### src/rtl/imem_loader_pkg.sv
// imem_loader shared definitions: FSM state encoding and byte width.
// Imported by the interface, the shifter and the top level.
package imem_loader_pkg;

    localparam int BYTE_W = 8;

    typedef enum logic [1:0] {
        ST_IDLE = 2'd0,
        ST_LOAD = 2'd1,
        ST_DONE = 2'd2
    } state_t;

endpackage

### src/rtl/imem_loader_if.sv
// Byte write bus between the loader (master) and simpleBus (slave).
// Ports: d_valid, data_imem, addr_imem (master out), grant (slave out).
interface imem_loader_if
    import imem_loader_pkg::*;
#(
    parameter int m = 32
);

    logic              d_valid;
    logic [BYTE_W-1:0] data_imem;
    logic [m-1:0]      addr_imem;
    logic              grant;

    modport master (
        output d_valid,
        output data_imem,
        output addr_imem,
        input  grant
    );

    modport slave (
        input  d_valid,
        input  data_imem,
        input  addr_imem,
        output grant
    );

endinterface

### src/rtl/imem_loader_stp_shifter.sv
// Serial-to-parallel shifter: MSB-first shift register and bit counter.
// Ports: clk, rst, clear, en, sin in; byte_out, byte_done out.
module stp_shifter
    import imem_loader_pkg::*;
(
    input  logic              clk,
    input  logic              rst,
    input  logic              clear,
    input  logic              en,
    input  logic              sin,
    output logic [BYTE_W-1:0] byte_out,
    output logic              byte_done
);

    logic [BYTE_W-1:0] shreg;
    logic [2:0]        bit_cnt;

    always_ff @(posedge clk) begin
        if (rst || clear) begin
            shreg   <= '0;
            bit_cnt <= '0;
        end else if (en) begin
            shreg   <= {shreg[BYTE_W-2:0], sin};
            bit_cnt <= bit_cnt + 3'd1;
        end
    end

    // Completion is flagged in the cycle the 8th bit arrives, with the
    // byte already including it, so the top registers it on that edge.
    assign byte_out  = {shreg[BYTE_W-2:0], sin};
    assign byte_done = en && !clear && (bit_cnt == 3'd7);

endmodule

### src/rtl/imem_loader.sv
// Instruction-memory loader: deserializes sin into bytes and writes them
// to consecutive addresses over the bus; ports clk, rst, start, num_bytes,
// sin, sin_valid, bus (master), busy, load_done, overrun.
module imem_loader
    import imem_loader_pkg::*;
#(
    parameter int           m         = 32,
    parameter logic [m-1:0] BASE_ADDR = '0,
    parameter int           CNT_W     = 16
) (
    input  logic               clk,
    input  logic               rst,
    input  logic               start,
    input  logic [CNT_W-1:0]   num_bytes,
    input  logic               sin,
    input  logic               sin_valid,
    imem_loader_if.master      bus,
    output logic               busy,
    output logic               load_done,
    output logic               overrun
);

    state_t            state;
    logic [CNT_W-1:0]  target;
    logic [CNT_W-1:0]  byte_cnt;
    logic [CNT_W-1:0]  cnt_next;
    logic              d_valid_q;
    logic [BYTE_W-1:0] data_q;
    logic [m-1:0]      addr_q;
    logic [BYTE_W-1:0] byte_out;
    logic              byte_done;
    logic              shift_en;
    logic              accept;
    logic              last;

    assign shift_en = sin_valid && (state == ST_LOAD);
    assign accept   = d_valid_q && bus.grant;
    assign cnt_next = byte_cnt + CNT_W'(1);
    assign last     = accept && (cnt_next == target);

    stp_shifter u_shifter (
        .clk      (clk),
        .rst      (rst),
        .clear    (start),
        .en       (shift_en),
        .sin      (sin),
        .byte_out (byte_out),
        .byte_done(byte_done)
    );

    always_ff @(posedge clk) begin
        if (rst) begin
            state     <= ST_IDLE;
            d_valid_q <= 1'b0;
            data_q    <= '0;
            addr_q    <= BASE_ADDR;
            busy      <= 1'b0;
            load_done <= 1'b0;
            overrun   <= 1'b0;
            target    <= '0;
            byte_cnt  <= '0;
        end else if (start) begin
            // A pending byte is discarded here and never accepted.
            state     <= (num_bytes == '0) ? ST_DONE : ST_LOAD;
            d_valid_q <= 1'b0;
            addr_q    <= BASE_ADDR;
            busy      <= (num_bytes != '0);
            load_done <= (num_bytes == '0);
            overrun   <= 1'b0;
            target    <= num_bytes;
            byte_cnt  <= '0;
        end else if (state == ST_LOAD) begin
            if (accept) begin
                addr_q   <= addr_q + m'(1);
                byte_cnt <= cnt_next;
            end
            if (last) begin
                // Any byte completing alongside the final accept is extra.
                state     <= ST_DONE;
                d_valid_q <= 1'b0;
                busy      <= 1'b0;
                load_done <= 1'b1;
            end else if (byte_done && (!d_valid_q || accept)) begin
                data_q    <= byte_out;
                d_valid_q <= 1'b1;
            end else begin
                if (byte_done) begin
                    overrun <= 1'b1;
                end
                if (accept) begin
                    d_valid_q <= 1'b0;
                end
            end
        end
    end

    assign bus.d_valid   = d_valid_q;
    assign bus.data_imem = data_q;
    assign bus.addr_imem = addr_q;

endmodule

### src/flat_wrapper.sv
// flat-port wrapper written by rule: the top's interface ports become plain ports
module imem_loader_flat import imem_loader_pkg::*;
#(
    parameter int           m         = 32,
    parameter logic [m-1:0] BASE_ADDR = '0,
    parameter int           CNT_W     = 16
)
  (clk, rst, start, num_bytes, sin, sin_valid, busy, load_done, overrun, bus_d_valid, bus_data_imem, bus_addr_imem, bus_grant);
  imem_loader_if #(.m(m)) bus_i ();
  input  logic clk;
  input  logic rst;
  input  logic start;
  input  logic [CNT_W-1:0] num_bytes;
  input  logic sin;
  input  logic sin_valid;
  output logic busy;
  output logic load_done;
  output logic overrun;
  output wire logic [$bits(bus_i.d_valid)-1:0] bus_d_valid;
  output wire logic [$bits(bus_i.data_imem)-1:0] bus_data_imem;
  output wire logic [$bits(bus_i.addr_imem)-1:0] bus_addr_imem;
  input wire logic [$bits(bus_i.grant)-1:0] bus_grant;
  assign bus_d_valid = bus_i.d_valid;
  assign bus_data_imem = bus_i.data_imem;
  assign bus_addr_imem = bus_i.addr_imem;
  assign bus_i.grant = bus_grant;
  imem_loader #(.m(m), .BASE_ADDR(BASE_ADDR), .CNT_W(CNT_W)) u_core (.clk(clk), .rst(rst), .start(start), .num_bytes(num_bytes), .sin(sin), .sin_valid(sin_valid), .bus(bus_i), .busy(busy), .load_done(load_done), .overrun(overrun));
endmodule
### config.mk
export PLATFORM = sky130hd
export DESIGN_NAME = imem_loader_flat
export DESIGN_NICKNAME = d
export VERILOG_FILES = /design/src/rtl/imem_loader_pkg.sv /design/src/rtl/imem_loader_if.sv /design/src/rtl/imem_loader_stp_shifter.sv /design/src/rtl/imem_loader.sv /design/src/flat_wrapper.sv
export SDC_FILE = /design/constraint.sdc
export NUM_CORES = 1
export LEC_CHECK = 0
export CORE_ASPECT_RATIO = 2
export CORE_MARGIN = 3
export CORE_UTILIZATION = 57
export DETAILED_ROUTE_END_ITERATION = 6
export DONT_BUFFER_PORTS = 1
export PLACE_DENSITY = 0.76
export SYNTH_ARGS = -nofsm -noshare
export SYNTH_HDL_FRONTEND = slang
export SYNTH_HIERARCHICAL = 1
export SYNTH_SLANG_ARGS = --single-unit
### constraint.sdc
create_clock -name clk -period 2.56 [get_ports clk]
set_input_delay 0.256 -clock clk [delete_from_list [all_inputs] [get_ports clk]]
set_output_delay 0.256 -clock clk [all_outputs]
set_load 0.02 [all_outputs]
-- After elaboration in Yosys (flattened, before gate mapping)
Index checks and enable logic that the tools add are counted.
- register bits: 88
- input bits: 22
- output and inout bits: 44
- logic and storage cells: 54
- add/subtract/negate cells: 3
- eq/ne operators: 3
- multiplexer cells: 13
- bitwise operators: 3
- reductions and logical operators: 21
- operators by type and width (cell ; count):
    adder 32 x 1 -> 32 bit, second input constant ; 1
    adder 16 x 1 -> 16 bit, second input constant ; 1
    == test 16 bit ; 1
    logical NOT 16 bit ; 1
    nonzero test 16 bit ; 1
    two-way mux 1 bit ; 9
    two-way mux 2 bit ; 4
    AND reduction 4 bit ; 2
    logical AND 1 bit ; 6
    AND reduction 2 bit ; 3
    nonzero test 2 bit ; 2
    adder 3 x 1 -> 3 bit, second input constant ; 1
    == test 3 bit, second input constant ; 1
    inverter 1 bit ; 3
    nonzero test 3 bit ; 1
    == test 2 x 1 -> 1 bit, second input constant ; 1
    logical NOT 1 bit ; 2
    logical OR 1 bit ; 2
    OR reduction 2 bit ; 1

-- Depth between registers and ports, before layout
- depth after elaboration: 7
- depth in mapped cells: 9
- gate-level depth less buffers: 8

-- Modules after synthesis
Netlist, hierarchy kept.
- by module, submodules not included (module ; times used ; cells an instance ; area an instance (µm²) ; sequential area each (µm²)):
    imem_loader ; 1 ; 434 ; 3784.9 ; 1521.5
    stp_shifter ; 1 ; 38 ; 405.4 ; 200.2

-- Least setup slack after synthesis
Ideal clock, no wire load.
- path kind: reg-to-reg
- from: register u_core.byte_cnt[1]
- to: register u_core.data_q[0] (netlist: u_core/bus.data_imem[0])
- setup time: 0.073 ns
- arrival time: 2.391 ns
- data required time: 2.487 ns
- slack: 0.097 ns
- stages on the path, launching flop included: 10
- buffers on the path: 1
- clock period less this slack: 2.463 ns
- cell sequence: dfxtp_1 ha_1 buf_2 nand4_1 nor3_1 mux2i_1 nand4_1 or4_4 nand4_4 mux2i_1
- word-level cells in the longest chain between the ends: 5
- ends and longest elaborated chain (element ; RTL line ; text):
    from (decl) ; imem_loader.sv:25 ; logic [CNT_W-1:0] byte_cnt;
    from (signal assigned) ; imem_loader.sv:75 ; byte_cnt <= cnt_next;
    adder 16 x 1 -> 16 bit ; imem_loader.sv:38 ; assign cnt_next = byte_cnt + CNT_W'(1);
    == test 16 bit ; imem_loader.sv:39 ; assign last = accept && (cnt_next == target);
    logical AND 1 bit ; imem_loader.sv:39 ;
    inverter 1 bit (no source line) ; n/a ;
    AND reduction 4 bit (no source line) ; n/a ;
    to (signal assigned) ; imem_loader.sv:84 ; data_q <= byte_out;
    to (decl) ; imem_loader.sv:28 ; logic [BYTE_W-1:0] data_q;
Every way passes these cells.
A chain may end at the register's enable or synchronous reset.

-- Worst setup path in the final report
- from: register u_core.byte_cnt[0]
- to: register u_core.data_q[0] (netlist: u_core/bus.data_imem[0])
The elaborated chain is that of the path after synthesis.

==> results.md <==
* Rel. slew slack at between 30% and 40%
* Share of flip-flops with an asynchronous set or reset at 0%
* Worst Max-Slew Pin Slew at between 0.9 and 1 ns
* Final worst path period share at between 90 and 100%
* Vias in the first global route at 3578
* Clk_skew at roughly 0.0057 ns
* Antenna-violating nets left at 0
* Nets at roughly 500
* CTS buffer count at 9
* Clock-pin slew on the worst setup and hold paths at approximately 0.07 ns
* ANT cells at 0
* Top cell type's share of synthesized area at between 40% and 50%
* DRT iter0 DRCs at ~150
* Share of cells above drive strength 1 at a little over an eighth
* HP Class: input pin to flop
* Largest net degree at the start of global routing at ~50
* M1 WL at roughly 3500 um
* Startpoint Class: flop
* Depth of the CTS H-tree at 3
* Peak VDD IR at ~0.48 mV
* Max FO, Critical Path at 8
* RD Place Congestion at 0.886
* Initial antenna violation count at 0
* Clk_lat worst skew at about 0.34 ns
* CTS Root Cell: clkbuf_16
* Met3 WL at between 500 and 600 um
* Synth area leader: dfxtp_1
* Max-slew violations at 0
* Post-Syn Instances at between 400 and 500
* Critical path class: flop to flop
* Residual DRC at 0
* Yosys reg bits at 86
* Total power at 2780 uW
* Top area cells in the synthesized netlist: dfxtp_1 (41%), mux2i_1 (8.4%), nor2_1 (6.6%), xor2_1 (6.3%), xnor2_1 (5.0%)
* DIE AREA at roughly 8500 um2
* Worst setup EP type: flop
* Grt ovf at 0
* HPWL after detailed placement at 7460 um
* Initial DRT Pass Iterations at 4
* Detailed-routed wire length on met2 at 5570 um
* Min Tclk post-route at 2.49 ns
* Layout filler cell count at slightly below 600
* Status: finished clean
* Register area share after synthesis at 41.1%
* Hold depth at 2
* Port bufs at 0
* Via Count at ~3400
* Synthesized area per cell at approximately 9 um2
* Synth Net Count at 498
* Initial core utilization at approximately three fifths
* Power per cell area at approximately 590 nW/um2
* Max-Cap Viols at 0
* CTS tree: yes
* Post-synth design cell area at between 4000 and 5000 um2
* Total wire length at about 10000 um
* Deepest clock path buffer count at 2
* Top-count cell post-synth: dfxtp_1
* WL/cell at about 17 um
* Area grow syn2layout at 12.3%
* Most used flip-flop cell after synthesis: dfxtp_1
* Synth cell types at 53
* Synth Warn # at 6
* Reg2reg path depth at 10
* Worst Path Required at 2.82 ns
* Post-synth EDFFs at 0
* Fmax achieved at about 400 MHz
* Total track usage at around 25%
* Global-route wire length before repair at approximately 16000 um
* Rows at 43
* Most frequent cells after synthesis: dfxtp_1 (86), nor2_1 (74), mux2i_1 (35)
* Average via count per standard cell at about 5.9
* # IOs at 66
* # clock sinks at 86
* CP arrival at roughly 2.7 ns
* Pleak at approximately 0.0017 uW
* Die height at ~130 um
* Final Hold Viols at 0
* Top Metal Used: met4
* Die width at between 60 and 70 um
* # setup viols final at 0
* Fin Setup TNS at 0 ns
* Total core area at between 7000 and 8000 um2
-- registers in the layout, summed over array words and instances (netlist names) --
register,cells
u_core/byte_cnt,16
u_core/u_shifter/shreg,7
u_core/u_shifter/bit_cnt,3
u_core/target,16
u_core/bus.addr_imem,32
u_core/busy,1
u_core/load_done,1
u_core/bus.d_valid,1
u_core/bus.data_imem,8
u_core/overrun,1
-- cells by family (layout without fill, tap and decap cells) --
logic type,count (synthesis),in the layout,synth area share (%)
buffers and inverters,30,50,4.18
adder cells (fa/ha/maj),4,4,1.19
AO/OA/AOI/OAI,46,46,6.54
multiplexers,35,35,8.36
AND/OR/NAND/NOR,216,216,27.0
XOR/XNOR,55,55,11.7
flip-flops,86,86,41.1
-- power by group --
part	switching, uW	internal (uW)
sequential	17.2	1360
combinational	61.1	50.4
clock	536	759
-- per-layer routing --
metal / global-route usage [%] / vias up
met4: 12.6 / 0
li1: - / 1665
met1: 22.4 / 1652
met2: 47.1 / 84
met3: 7.48 / 28
met5: 0 / -
-- through the flow --
step           utilization (%)  std cells  worst slack, ns  hold WS (ns)  area [um2]
2_1_floorplan                -        472           0.0967         0.403        4190
3_3_place_gp              61.6        564           0.0720         0.331        4340
3_5_place_dp              61.6        564          -0.0360         0.333        4340
4_1_cts                   66.1        581           0.0131        0.0588        4660
5_1_grt                   66.8        582          -0.0126        0.0604        4710
6_report                  66.8        582           0.0729        0.0683        4710
-- placed cells by master (no fill, tap or decap), types with 9 or more instances in the layout --
cell type | synthesis | layout
dfxtp_1 | 86 | 81
nor2_1 | 74 | 74
mux2i_1 | 35 | 34
xor2_1 | 30 | 30
nand2_1 | 27 | 27
buf_4 | 4 | 26
xnor2_1 | 24 | 24
nand2b_1 | 21 | 21
nand3_1 | 20 | 20
a21oi_1 | 19 | 19
nand4_1 | 13 | 13
o21ai_0 | 12 | 12
or3_1 | 11 | 11
nor3_1 | 12 | 10
clkbuf_16 | 0 | 9
-- final timing paths --
path / slack (ns) / from / end
setup / recovery: 0.07 / u_core/byte_cnt[0] / u_core/bus.data_imem[0]
hold / removal: 0.07 / num_bytes[1] / u_core/target[1]
setup reg to reg: 0.07 / u_core/byte_cnt[0] / u_core/bus.data_imem[0]
hold reg to reg: 0.50 / u_core/u_shifter/shreg[5] / u_core/bus.data_imem[6]
-- layout make-up --
class	instances	area (um2)	area share (%)
clock buffer	9	225	4.79
sequential	86	1730	36.7
clock inverter	7	73.8	1.57
tap	90	113	2.39
multi-input combinational	356	2330	49.6
timing repair buffer	27	205	4.36
inverter	7	26.3	0.558
-- worst max-delay path, cell delays in order, from the launching register on --
cell and delay (ns):
dfxtp_1 0.32, ha_1 0.23, nand4_1 0.08, buf_4 0.16, buf_4 0.13, nor2_2 0.04
nor4bb_1 0.28, o22ai_1 0.16, or4_4 0.54, nand4_4 0.21, mux2i_2 0.26
-- what timing repair did --
item	CTS	global route
hold buffers	1	0
setup buffers	0	1
hold endpoints to repair	18	0
resized for setup	2	10
endpoints found under the setup margin	5	9
pin swaps	2	2
No activity file was read; power rests on OpenSTA's default activity.
